[src/rtl/row_packer_8to64_if.sv]
//------------------------------------------------------------------------------
// row_packer_8to64_if : pixel-in / packed-word-out bus of the row packer
// Revision : 1.0
//------------------------------------------------------------------------------
`default_nettype none

interface row_packer_8to64_if #(
  parameter int DATA_W       = 8,
  parameter int PIX_PER_WORD = 8,
  parameter int ADDR_W       = 8
);
  localparam int WORD_W = DATA_W * PIX_PER_WORD;

  logic              Start;
  logic [ADDR_W-1:0] base_addr;
  logic [DATA_W-1:0] pixel_data;
  logic              pixel_valid;
  logic              pixel_last;
  logic              pixel_ready;
  logic              ena;
  logic              wea;
  logic [ADDR_W-1:0] addra;
  logic [WORD_W-1:0] dina;
  logic [3:0]        byte_cnt;
  logic              out_valid;
  logic              out_ready;
  logic              row_done;
  logic [15:0]       word_count;

  modport slave (
    input  Start, base_addr, pixel_data, pixel_valid, pixel_last, out_ready,
    output pixel_ready, ena, wea, addra, dina, byte_cnt, out_valid, row_done, word_count
  );

  modport master (
    output Start, base_addr, pixel_data, pixel_valid, pixel_last, out_ready,
    input  pixel_ready, ena, wea, addra, dina, byte_cnt, out_valid, row_done, word_count
  );
endinterface

`default_nettype wire

[src/rtl/row_packer_8to64.sv]
//------------------------------------------------------------------------------
// row_packer_8to64 : packs 8-bit pixels LSB-first into 64-bit BRAM write words
// Revision : 1.0
//------------------------------------------------------------------------------
`default_nettype none

module row_packer_8to64 #(
  parameter int DATA_W       = 8,
  parameter int PIX_PER_WORD = 8,
  parameter int ADDR_W       = 8
) (
  input  wire logic         clk,
  input  wire logic         reset,
  row_packer_8to64_if.slave bus
);

  localparam int         WORD_W    = DATA_W * PIX_PER_WORD;
  localparam logic [3:0] LAST_SLOT = 4'(PIX_PER_WORD - 1);

  logic [WORD_W-1:0] acc_q,        acc_d;
  logic [3:0]        fill_q,       fill_d;
  logic              out_valid_q,  out_valid_d;
  logic [WORD_W-1:0] dina_q,       dina_d;
  logic [3:0]        byte_cnt_q,   byte_cnt_d;
  logic              out_last_q,   out_last_d;
  logic [ADDR_W-1:0] addra_q,      addra_d;
  logic [15:0]       word_count_q, word_count_d;
  logic              row_done_q,   row_done_d;

  logic              w_clear;
  logic              w_pix_ready;
  logic              w_pix_acc;
  logic              w_word_acc;
  logic              w_emit;
  logic [3:0]        w_fill_inc;
  logic [WORD_W-1:0] w_merged;
  logic [WORD_W-1:0] w_packed;

  // Reset and Start both squash the handshakes so nothing is taken or written
  assign w_clear     = reset | bus.Start;
  assign w_pix_ready = ~w_clear & (~out_valid_q | bus.out_ready);
  assign w_pix_acc   = bus.pixel_valid & w_pix_ready;
  assign w_word_acc  = ~w_clear & out_valid_q & bus.out_ready;
  assign w_fill_inc  = fill_q + 4'd1;
  assign w_emit      = w_pix_acc & ((fill_q == LAST_SLOT) | bus.pixel_last);

  for (genvar l = 0; l < PIX_PER_WORD; l++) begin : g_lane
    localparam logic [3:0] C_LANE = 4'(l);
    assign w_merged[l*DATA_W +: DATA_W] = (fill_q == C_LANE) ? bus.pixel_data
                                                             : acc_q[l*DATA_W +: DATA_W];
    assign w_packed[l*DATA_W +: DATA_W] = (C_LANE < w_fill_inc) ? w_merged[l*DATA_W +: DATA_W]
                                                                : '0;
  end

  always_comb begin
    acc_d        = acc_q;
    fill_d       = fill_q;
    out_valid_d  = out_valid_q;
    dina_d       = dina_q;
    byte_cnt_d   = byte_cnt_q;
    out_last_d   = out_last_q;
    addra_d      = addra_q;
    word_count_d = word_count_q;
    row_done_d   = 1'b0;

    if (bus.Start) begin
      acc_d        = '0;
      fill_d       = '0;
      out_valid_d  = 1'b0;
      dina_d       = '0;
      byte_cnt_d   = '0;
      out_last_d   = 1'b0;
      addra_d      = bus.base_addr;
      word_count_d = '0;
    end else begin
      row_done_d = w_word_acc & out_last_q;

      if (w_word_acc) begin
        addra_d      = addra_q + 1'b1;
        word_count_d = word_count_q + 16'd1;
        out_valid_d  = 1'b0;
      end

      // An emit in the accept cycle reloads the out register: back-to-back words
      if (w_pix_acc) begin
        if (w_emit) begin
          acc_d       = '0;
          fill_d      = '0;
          out_valid_d = 1'b1;
          dina_d      = w_packed;
          byte_cnt_d  = w_fill_inc;
          out_last_d  = bus.pixel_last;
        end else begin
          acc_d  = w_merged;
          fill_d = w_fill_inc;
        end
      end
    end
  end

  always_ff @(posedge clk) begin
    if (reset) begin
      acc_q        <= '0;
      fill_q       <= '0;
      out_valid_q  <= 1'b0;
      dina_q       <= '0;
      byte_cnt_q   <= '0;
      out_last_q   <= 1'b0;
      addra_q      <= '0;
      word_count_q <= '0;
      row_done_q   <= 1'b0;
    end else begin
      acc_q        <= acc_d;
      fill_q       <= fill_d;
      out_valid_q  <= out_valid_d;
      dina_q       <= dina_d;
      byte_cnt_q   <= byte_cnt_d;
      out_last_q   <= out_last_d;
      addra_q      <= addra_d;
      word_count_q <= word_count_d;
      row_done_q   <= row_done_d;
    end
  end

  assign bus.pixel_ready = w_pix_ready;
  assign bus.out_valid   = out_valid_q;
  assign bus.ena         = out_valid_q;
  assign bus.wea         = w_word_acc;
  assign bus.addra       = addra_q;
  assign bus.dina        = dina_q;
  assign bus.byte_cnt    = byte_cnt_q;
  assign bus.row_done    = row_done_q;
  assign bus.word_count  = word_count_q;

endmodule

`default_nettype wire

[src/flat_wrapper.sv]
// flat-port wrapper written by rule: the top's interface ports become plain ports
module row_packer_8to64_flat 
#(
  parameter int DATA_W       = 8,
  parameter int PIX_PER_WORD = 8,
  parameter int ADDR_W       = 8
)
  (clk, reset, bus_Start, bus_base_addr, bus_pixel_data, bus_pixel_valid, bus_pixel_last, bus_out_ready, bus_pixel_ready, bus_ena, bus_wea, bus_addra, bus_dina, bus_byte_cnt, bus_out_valid, bus_row_done, bus_word_count);
  row_packer_8to64_if #(.DATA_W(DATA_W), .PIX_PER_WORD(PIX_PER_WORD), .ADDR_W(ADDR_W)) bus_i ();
  input  wire logic clk;
  input  wire logic reset;
  input wire logic [$bits(bus_i.Start)-1:0] bus_Start;
  input wire logic [$bits(bus_i.base_addr)-1:0] bus_base_addr;
  input wire logic [$bits(bus_i.pixel_data)-1:0] bus_pixel_data;
  input wire logic [$bits(bus_i.pixel_valid)-1:0] bus_pixel_valid;
  input wire logic [$bits(bus_i.pixel_last)-1:0] bus_pixel_last;
  input wire logic [$bits(bus_i.out_ready)-1:0] bus_out_ready;
  output wire logic [$bits(bus_i.pixel_ready)-1:0] bus_pixel_ready;
  output wire logic [$bits(bus_i.ena)-1:0] bus_ena;
  output wire logic [$bits(bus_i.wea)-1:0] bus_wea;
  output wire logic [$bits(bus_i.addra)-1:0] bus_addra;
  output wire logic [$bits(bus_i.dina)-1:0] bus_dina;
  output wire logic [$bits(bus_i.byte_cnt)-1:0] bus_byte_cnt;
  output wire logic [$bits(bus_i.out_valid)-1:0] bus_out_valid;
  output wire logic [$bits(bus_i.row_done)-1:0] bus_row_done;
  output wire logic [$bits(bus_i.word_count)-1:0] bus_word_count;
  assign bus_i.Start = bus_Start;
  assign bus_i.base_addr = bus_base_addr;
  assign bus_i.pixel_data = bus_pixel_data;
  assign bus_i.pixel_valid = bus_pixel_valid;
  assign bus_i.pixel_last = bus_pixel_last;
  assign bus_i.out_ready = bus_out_ready;
  assign bus_pixel_ready = bus_i.pixel_ready;
  assign bus_ena = bus_i.ena;
  assign bus_wea = bus_i.wea;
  assign bus_addra = bus_i.addra;
  assign bus_dina = bus_i.dina;
  assign bus_byte_cnt = bus_i.byte_cnt;
  assign bus_out_valid = bus_i.out_valid;
  assign bus_row_done = bus_i.row_done;
  assign bus_word_count = bus_i.word_count;
  row_packer_8to64 #(.DATA_W(DATA_W), .PIX_PER_WORD(PIX_PER_WORD), .ADDR_W(ADDR_W)) u_core (.clk(clk), .reset(reset), .bus(bus_i));
endmodule
[config.mk]
export PLATFORM = sky130hd
export DESIGN_NAME = row_packer_8to64_flat
export DESIGN_NICKNAME = d
export VERILOG_FILES = /design/src/rtl/row_packer_8to64_if.sv /design/src/rtl/row_packer_8to64.sv /design/src/flat_wrapper.sv
export SDC_FILE = /design/constraint.sdc
export NUM_CORES = 1
export LEC_CHECK = 0
export CORE_MARGIN = 5
export CORE_UTILIZATION = 40
export CTS_BUF_LIST = sky130_fd_sc_hd__clkbuf_8
export CTS_CLUSTER_SIZE = 24
export DETAILED_ROUTE_END_ITERATION = 8
export HOLD_SLACK_MARGIN = 0.08
export MAX_ROUTING_LAYER = met4
export PLACE_DENSITY_LB_ADDON = 0.15
export SLEW_MARGIN = 20
export SYNTH_ARGS = -nofsm -noshare
export SYNTH_HDL_FRONTEND = slang
export SYNTH_SLANG_ARGS = --single-unit
[constraint.sdc]
create_clock -name clk -period 2.4 [get_ports clk]
set_input_delay 0.48 -clock clk [delete_from_list [all_inputs] [get_ports clk]]
set_output_delay 0.48 -clock clk [all_outputs]
set_load 0.02 [all_outputs]
; Yosys cells after proc, flatten, opt, wreduce, memory -nomap -nowiden
; Cells that the tools add are included.
; W data, S select, Z words.
[totals]
input_bits = 22
latchBits = 0
ram_bits = 0
regBits = 163
elab_cells = 65
output_inout_bits = 97
romBits = 0
n_memories = 0
[classes]
n_mux = 23
n_eq_ne = 7
n_mul = 0
n_div = 0
n_bitwise = 11
shifts = 0
magnitude_cmp = 8
n_reduce_logical = 4
n_addsub = 3
[ops]
columns = operator, n
row1 = $mux W8, 18
row2 = $mux W64, 1
row3 = $add A16 B1 Y16 const B, 1
row4 = $eq A4 B3 Y1 const B, 4
row5 = $lt A3 B4 Y1 const A, 4
row6 = $add A8 B1 Y8 const B, 1
row7 = $eq A4 B2 Y1 const B, 2
row8 = $lt A1 B4 Y1 const A, 2
row9 = $lt A2 B4 Y1 const A, 2
row10 = $and A1 B1 Y1, 6
row11 = $add A4 B1 Y4 const B, 1
row12 = $eq A4 B1 Y1 const B, 1
row13 = $logic_not A4 Y1, 1
row14 = $mux W4, 1
row15 = $mux W1, 3
row16 = $or A1 B1 Y1, 3
row17 = $not A1 Y1, 2
row18 = $reduce_and A2 Y1, 1
row19 = $reduce_bool A2 Y1, 1
row20 = $reduce_or A2 Y1, 1

; Longest topological paths before layout
; Gate-level depths: netlist of run 1.
[logic_depth]
ltp_word = 7
depth_mapped = 8

; Worst setup path after synthesis of run 1
; No wires, ideal clock.
[synth_timing]
path_kind = in2reg
startpoint = in reset
endpoint = reg u_core.word_count_q[15] (netlist: u_core.bus.word_count[15])
setup_slack_ns = 0.480
setup_time_ns = 0.070
arrival_ns = 1.850
stages = 5
required_time_ns = 2.330
cell_sequence = buf_6 nand4bb_4 or4_4 or3_1 a21oi_1
[synth_via]
elab_chain_cells = 4
word_cells_on_any_way = 5
cone_classes = bitwise (4) / reduce/logical (1)
[synth_lines]
columns = item, line
row1 = start: declaration, flat_wrapper.sv:11  ; input wire logic reset;
row2 = $or A1 B1 Y1, row_packer_8to64.sv:40  ; assign w_clear = reset | bus.Start;
row3 = $not A1 Y1, row_packer_8to64.sv:43  ; assign w_word_acc = ~w_clear & out_valid_q & bus.out_ready;
row4 = $and A1 B1 Y1 (2 in series), row_packer_8to64.sv:43
row5 = end signal: assignment, row_packer_8to64.sv:120  ; word_count_q <= word_count_d;
row6 = end: declaration, row_packer_8to64.sv:27  ; logic [15:0] word_count_q, word_count_d;
; Parallel ways exist; a longest one is shown, timed or not.
; A chain may end at the register's enable or synchronous reset.

; Worst setup path after layout of run 1
[layout_timing]
startpoint = reg u_core.fill_q[1]
endpoint = reg u_core.dina_q[33] (netlist: u_core.bus.dina[33])
[layout_via]
elab_chain_cells = 4
word_cells_on_any_way = 9
cone_classes = add/sub (1) / order compare (1) / eq/ne (2) / mux (2) / bitwise (2) / reduce/logical (1)
[layout_lines]
columns = item, line
row1 = start: declaration, row_packer_8to64.sv:21  ; logic [3:0] fill_q, fill_d;
row2 = start signal: assignment, row_packer_8to64.sv:114  ; fill_q <= fill_d;
row3 = "parallel branches: the longest is 4 deep, another holds $add A4 B1 Y4", n/a
row4 = end signal: assignment, row_packer_8to64.sv:116  ; dina_q <= dina_d;
row5 = end: declaration, row_packer_8to64.sv:23  ; logic [WORD_W-1:0] dina_q, dina_d;
; Parallel ways; which one is timed is not known.

==> results.sh, run 1 <==
export IMPL_run_status="finished, final reports clean"
export IMPL_worst_ep_required_time_ns=2.78
export IMPL_endpoint_class_of_the_critical_path="register"
export IMPL_drt_iter0_drc=497
export IMPL_critPathMaxStageDelay_ns=0.48
export IMPL_drcViolationCount=0
export IMPL_mappedNetlistArea_um2=7090
export IMPL_globalplace_congestion=0.867
export IMPL_min_to="u_core.acc_q[20]$_SDFFE_PP0P_"
export IMPL_avgSynthCellArea_um2=8.78
export IMPL_ff2ff_path_depth=6
export IMPL_dpl_cell_count=1130
export IMPL_post_cts_buffers=0
export IMPL_yosysWarningCount=0
export IMPL_timing_hold_worst_path_depth=2
export IMPL_worst_slew_pin_slew_ns=0.740
export IMPL_cts_htree_levels=4
export IMPL_hp_start="u_core.acc_q[20]$_SDFFE_PP0P_"
export IMPL_wirelength_mm=20.2
export IMPL_detail_route_vias_per_cell=5.55
export IMPL_slew_viol_final=0
export IMPL_grt_remaining_overflow=0
export IMPL_first_pass_iters=5
export IMPL_die_h_um=143
export IMPL_setup_viol_count_final=0
export IMPL_hold_violations=0
export IMPL_cts_path_max_buffers=2
export IMPL_die_area_um2=20500
export IMPL_grt_pass1_wl_mm=32.5
export IMPL_hold_class="register to register"
export IMPL_grt_start_max_net_pins=107
export IMPL_critPathMaxFanout=13
export IMPL_drive_above_1_share_pct=14.6
export IMPL_antenna_diode_count=0
export IMPL_postSynth_topFlopCell="sky130_fd_sc_hd__dfxtp_1"
export IMPL_synth_area_top_cells="sky130_fd_sc_hd__dfxtp_1 (46%), sky130_fd_sc_hd__a21oi_1 (8.3%), sky130_fd_sc_hd__mux2_2 (6.4%)"
export IMPL_top_cells_by_count_synth="sky130_fd_sc_hd__dfxtp_1 (163), sky130_fd_sc_hd__a21oi_1 (118), sky130_fd_sc_hd__nand2_1 (94), sky130_fd_sc_hd__nand3_1 (81), sky130_fd_sc_hd__clkbuf_1 (55)"
export IMPL_dieWidth_um=143
export IMPL_number_of_distinct_standard_cells_referenced_by_the_synthesized_netlist=51
export IMPL_critical_path_slowest_cell="sky130_fd_sc_hd__ha_1"
export IMPL_ir_drop_v=0.000304
export IMPL_start_kind="register"
export IMPL_skew_ns=0.0124
export IMPL_number_of_global_route_vias_before_repair=6300
export IMPL_critical_path_arrival_ns=2.57
export IMPL_synth_cells=808
export IMPL_clock_tree_root_cell="sky130_fd_sc_hd__clkbuf_8"
export IMPL_reg2reg_to="u_core.bus.dina[33]$_SDFFE_PP0P_"
export IMPL_grt_util_all_layers_pct=20.2
export IMPL_synthMostInstantiatedCell="sky130_fd_sc_hd__dfxtp_1"
export IMPL_route_met2_wl_mm=9.34
export IMPL_place_hpwl_mm=13.4
export IMPL_design_portCount=119
export IMPL_cp_cell_sequence="ha_1 > and3b_1 > o2111a_1 > buf_4 > o211ai_1 > o2bb2ai_1"
export IMPL_top_layer_used="met4"
export IMPL_finalCritPeriodShare_pct=91.3
export IMPL_synth_top_area_share_pct=46.0
export IMPL_synthDominantAreaCellType="sky130_fd_sc_hd__dfxtp_1"
export IMPL_core_area_um2=17400
export IMPL_ant_nets=0
export IMPL_instances_no_fill=1161
export IMPL_synth_edff_count=0
export IMPL_via_count=6445
export IMPL_sum_of_buffers_and_inverters_on_the_critical_path=1
export IMPL_timing_rr_start="u_core.fill_q[1]$_SDFFE_PP0P_"
export IMPL_async_flop_share_pct=0
export IMPL_synthToLayoutAreaGrowth_pct=30.0
export IMPL_reg2reg_slack_ns=0.21
export IMPL_clk_pin_slew_ns=0.08
export IMPL_clk_insertion_delay_late_ns=0.46
export IMPL_cts_tree="done"
export IMPL_worst_hold_slack_ns=0.450
export IMPL_timing_final_crit_period_ns=2.19
export IMPL_wl_met1_mm=9.36
export IMPL_cp_top_family="compound AO/OA/AOI/OAI gates"
export IMPL_maxCapViolCount=0
export IMPL_p_leak_nw=3.04
export IMPL_cts_buffers=17
export IMPL_cts_num_sinks=163
export IMPL_initial_antenna_violation_count=0
export IMPL_initial_utilization_pct=40.9
export IMPL_syn_nets=837
export IMPL_layout_filler_cells=1557
export IMPL_cellPowerDensity_nw_per_um2=572
export IMPL_synth_sequential_area_ratio_pct=46.0
export IMPL_synth_seq_cells=163
export IMPL_routed_wire_length_per_instance_um=17.4
export IMPL_max_slew_margin_pct=50.4
export IMPL_io_buffer_count=118
export IMPL_route_met3_wl_mm=1.12
export IMPL_setup_repair_after_global_routing_missed_its_margin="no"
export IMPL_rows=48
export IMPL_max_freq_ghz=0.457
export IMPL_crit_type="register to register"
export IMPL_num_nets_final=953
==> how the worst max path moves through the flow <==
stage,start,end,slack [ns],depth (start not counted)
CTS,u_core.fill_q[1]$_SDFFE_PP0P_,u_core.bus.dina[50]$_SDFFE_PP0P_,0.23,6
floorplan,reset,u_core.bus.word_count[15]$_SDFFE_PP0P_,0.48,5
global placement,reset,bus_pixel_ready,-0.01,4
detailed placement,reset,bus_wea,-0.03,4
finish,u_core.fill_q[1]$_SDFFE_PP0P_,u_core.bus.dina[33]$_SDFFE_PP0P_,0.21,6
global route,u_core.fill_q[1]$_SDFFE_PP0P_,u_core.bus.dina[50]$_SDFFE_PP0P_,0.05,6
==> cell type report <==
cell class	instances	area [um^2]	area share (%)
Clock buffer	21	289	3.14
Clock inverter	10	155	1.68
Inverter	8	30.0	0.326
Multi-Input combinational cell	564	3530	38.3
Sequential cell	163	3260	35.4
Tap cell	225	282	3.05
Timing Repair Buffer	170	1670	18.1
==> cell usage in the layout, fill, tap and decap left out, types with 9 or more instances in the layout <==
| cell | instances |
|---|---|
| sky130_fd_sc_hd__a21oi_1 | 118 |
| sky130_fd_sc_hd__and3_1 | 12 |
| sky130_fd_sc_hd__buf_4 | 44 |
| sky130_fd_sc_hd__clkbuf_8 | 21 |
| sky130_fd_sc_hd__clkdlybuf4s50_1 | 116 |
| sky130_fd_sc_hd__dfxtp_1 | 163 |
| sky130_fd_sc_hd__mux2_2 | 40 |
| sky130_fd_sc_hd__mux2i_1 | 25 |
| sky130_fd_sc_hd__nand2_1 | 94 |
| sky130_fd_sc_hd__nand3_1 | 80 |
| sky130_fd_sc_hd__nand4_1 | 28 |
| sky130_fd_sc_hd__nor2_1 | 18 |
| sky130_fd_sc_hd__nor3_1 | 9 |
| sky130_fd_sc_hd__o21ai_0 | 34 |
| sky130_fd_sc_hd__o2bb2ai_1 | 24 |
==> what timing repair did <==
item / CTS / global route
gates resized for setup: 2 / 0
endpoints found under the setup margin: 2 / 0
hold buffers: 0 / 0
==> power by group <==
part | total (mW) | switching (mW) | internal [mW]
sequential | 2.72 | 0.0120 | 2.71
clock | 2.22 | 0.991 | 1.23
combinational | 0.324 | 0.202 | 0.122
==> tightest hold or removal path: cells and delay by family (launching register included) <==
| kind | cells | cell delay [ns] |
|---|---|---|
| DFF | 1 | 0.31 |
| and+or+nand+nor | 1 | 0.05 |
| AOI/OAI and AO/OA | 1 | 0.05 |
==> routing by layer <==
layer | vias to the layer above | GRT usage, %
met5 | - | -
met4 | 0 | 6.85
met3 | 36 | 3.55
met2 | 201 | 31.6
met1 | 3090 | 26.4
li1 | 3118 | -
==> cells by family (layout without fill, tap and decap cells) <==
| logic type | after synthesis | count (layout) | synth area share, % |
|---|---|---|---|
| xor gates and xnor gates | 14 | 14 | 1.73 |
| buffers and inverters | 81 | 209 | 4.71 |
| adders and majority gates | 7 | 7 | 1.23 |
| and+or+nand+nor | 282 | 282 | 20.6 |
| AOI/OAI and AO/OA | 196 | 196 | 15.9 |
| muxes | 65 | 65 | 9.88 |
| DFF | 163 | 163 | 46.0 |
==> per-stage QoR <==
stage               setup TNS, ns  setup WS (ns)  util, %  power (mW)  instance area, um^2
floorplan                       0          0.480        -        2.94                 7090
global placement          -0.0141        -0.0122     50.6        3.10                 8780
detailed placement        -0.0481        -0.0276     50.6        3.11                 8780
CTS                             0          0.228     53.1        5.31                 9220
global route                    0         0.0458     53.1        5.45                 9220
finish                          0          0.209     53.1        5.27                 9220
==> sequential cells by signal, summed over array words and instances, names as in the netlist <==
name	count
u_core.fill_q	4
u_core.bus.row_done	1
u_core.acc_q	64
u_core.out_last_q	1
u_core.bus.byte_cnt	4
u_core.bus.ena	1
u_core.bus.dina	64
u_core.bus.addra	8
u_core.bus.word_count	16
(Power assumes the default switching activity.)
==> run 2, diff against run 1 <==
clock period = 2.35 ns   (was 2.4 ns; I/O delays follow)
==> run 2 against run 1 <==
Net effect: clock power is 9.0% lower; core utilization is 0.072 points lower; worst hold slack better by 0.0025 ns; sequential share of layout area hardly changed; die area stayed put; combinational power is 2% higher; sequential power is 2% higher; flip-flop and latch count stayed put; clock skew hardly changed; first-iteration DRC count is 2.0% lower; global-route usage is 0.24 points lower; count of clock-buffer cells in the layout is 1 lower; highest routed layer unchanged.
==> results.sh, run 2 (synthesis gave the netlist of run 1 again) <==
export IMPL_wirelength_mm=19.8
export IMPL_number_of_global_route_vias_before_repair=6095
export IMPL_fin_area_um2=9210
export IMPL_clock_tree_root_cell="sky130_fd_sc_hd__clkbuf_8"
export IMPL_mostFrequentLayoutCell="sky130_fd_sc_hd__dfxtp_1"
export IMPL_critical_path_slowest_cell="sky130_fd_sc_hd__clkdlybuf4s50_1"
export IMPL_setup_viol_count_final=0
export IMPL_cts_buffers=17
export IMPL_cellPowerDensity_nw_per_um2=558
export IMPL_core_area_um2=17400
export IMPL_post_layout_total_power_mw=5.14
export IMPL_routed_wire_length_per_instance_um=17.0
export IMPL_antenna_diode_count=0
export IMPL_drive_above_1_share_pct=15.1
export IMPL_reg2reg_slack_ns=0.27
export IMPL_initial_antenna_violation_count=0
export IMPL_p_leak_nw=3.02
export IMPL_slew_viol_final=0
export IMPL_cts_htree_levels=4
export IMPL_num_nets_final=956
export IMPL_post_cts_buffers=0
export IMPL_grt_remaining_overflow=0
export IMPL_critical_path_arrival_ns=1.67
export IMPL_finalCritPeriodShare_pct=90.9
export IMPL_hold_violations=0
export IMPL_sum_of_buffers_and_inverters_on_the_critical_path=3
export IMPL_pre_cts_slack_ns=-0.0770
export IMPL_setup_repair_after_global_routing_missed_its_margin="no"
export IMPL_initial_utilization_pct=40.9
export IMPL_cts_hold_buffers=0
export IMPL_critPathMaxFanout=3
export IMPL_cp_top_family="buffers and inverters"
export IMPL_worst_slew_pin_slew_ns=0.663
export IMPL_endpoint_class_of_the_critical_path="output port"
export IMPL_rows=48
export IMPL_place_hpwl_mm=13.5
export IMPL_max_freq_ghz=0.468
export IMPL_grt_start_max_net_pins=81
export IMPL_cts_tree="done"
export IMPL_worst_ep_required_time_ns=1.88
export IMPL_instances_no_fill=1165
export IMPL_max_slew_margin_pct=55.6
export IMPL_setup_total_negative_slack_ns=0
export IMPL_dieWidth_um=143
export IMPL_skew_ns=0.0121
export IMPL_die_area_um2=20500
export IMPL_drcViolationCount=0
export IMPL_detail_route_vias_per_cell=5.50
export IMPL_ir_drop_v=0.000382
export IMPL_layout_filler_cells=1549
export IMPL_grt_util_all_layers_pct=19.9
export IMPL_first_pass_iters=5
export IMPL_cts_num_sinks=163
export IMPL_timing_final_crit_period_ns=2.14
export IMPL_postLayoutCoreUtil_pct=53.0
export IMPL_run_status="finished, final reports clean"
export IMPL_dpl_cell_count=1133
export IMPL_worst_hold_slack_ns=0.453
export IMPL_start_kind="primary input"
export IMPL_cts_path_max_buffers=2
export IMPL_cp_cell_sequence="clkdlybuf4s50_1 > buf_4 > nor2_1 > and2_1 > dlygate4sd2_1"
export IMPL_maxCapViolCount=0
export IMPL_most_common_layout_cells="sky130_fd_sc_hd__dfxtp_1 (163), sky130_fd_sc_hd__a21oi_1 (118), sky130_fd_sc_hd__clkdlybuf4s50_1 (116)"
export IMPL_finalWorstSetupSlack_ns=0.213
export IMPL_grt_pass1_wl_mm=32.1
export IMPL_io_buffer_count=118
export IMPL_globalplace_congestion=0.827
export IMPL_postPlaceCellArea_um2=8810
export IMPL_synthToLayoutAreaGrowth_pct=29.8
export IMPL_drt_iter0_drc=487
export IMPL_ant_nets=0
export IMPL_via_count=6406
export IMPL_critPathMaxStageDelay_ns=0.44
export IMPL_clk_pin_slew_ns=0.08
export IMPL_crit_type="primary input to output port"
export IMPL_hold_class="register to register"
export IMPL_clk_insertion_delay_late_ns=0.46
export IMPL_design_portCount=119
export IMPL_die_h_um=143
run 2: final timing paths:
| path | startpoint | end | depth (start not counted) |
|---|---|---|---|
| setup / recovery | bus_Start | bus_pixel_ready | 5 |
| setup reg to reg | u_core.fill_q[0]$_SDFFE_PP0P_ | u_core.bus.dina[48]$_SDFFE_PP0P_ | 6 |
| hold / removal | u_core.acc_q[21]$_SDFFE_PP0P_ | u_core.acc_q[21]$_SDFFE_PP0P_ | 2 |
| hold reg to reg | u_core.acc_q[21]$_SDFFE_PP0P_ | u_core.acc_q[21]$_SDFFE_PP0P_ | 2 |
run 2: what timing repair did:
item                                    CTS  global route
endpoints found under the setup margin    2             0
gates resized for setup                   2             0
endpoints found under the hold margin     0             0
run 2: where the power goes:
| group | internal [mW] | switching, mW |
|---|---|---|
| clock | 0.941 | 1.08 |
| sequential | 2.77 | 0.0121 |
| combinational | 0.128 | 0.204 |
run 2: routing by layer:
| layer | part of all wire [%] | vias up | GRT usage [%] |
|---|---|---|---|
| li1 | - | 3145 | - |
| met1 | 47 | 3044 | 27.0 |
| met5 | 0 | - | - |
| met2 | 47 | 193 | 30.5 |
| met3 | 5.5 | 24 | 3.85 |
| met4 | 1.3 | 0 | 5.50 |
run 2: layout make-up:
| class | count | area [um^2] | area share, % |
|---|---|---|---|
| clock buffer | 20 | 275 | 2.99 |
| inverter | 8 | 30.0 | 0.326 |
| clock inverter | 12 | 121 | 1.32 |
| timing repair buffer | 173 | 1700 | 18.5 |
| tap | 225 | 282 | 3.06 |
| multi-input combinational | 564 | 3530 | 38.3 |
| sequential | 163 | 3260 | 35.4 |
run 2: worst min-delay path, cell delays in order (launching register included):
cell and delay (ns):
sky130_fd_sc_hd__dfxtp_1 0.31, sky130_fd_sc_hd__nand2_1 0.05, sky130_fd_sc_hd__a21oi_1 0.05
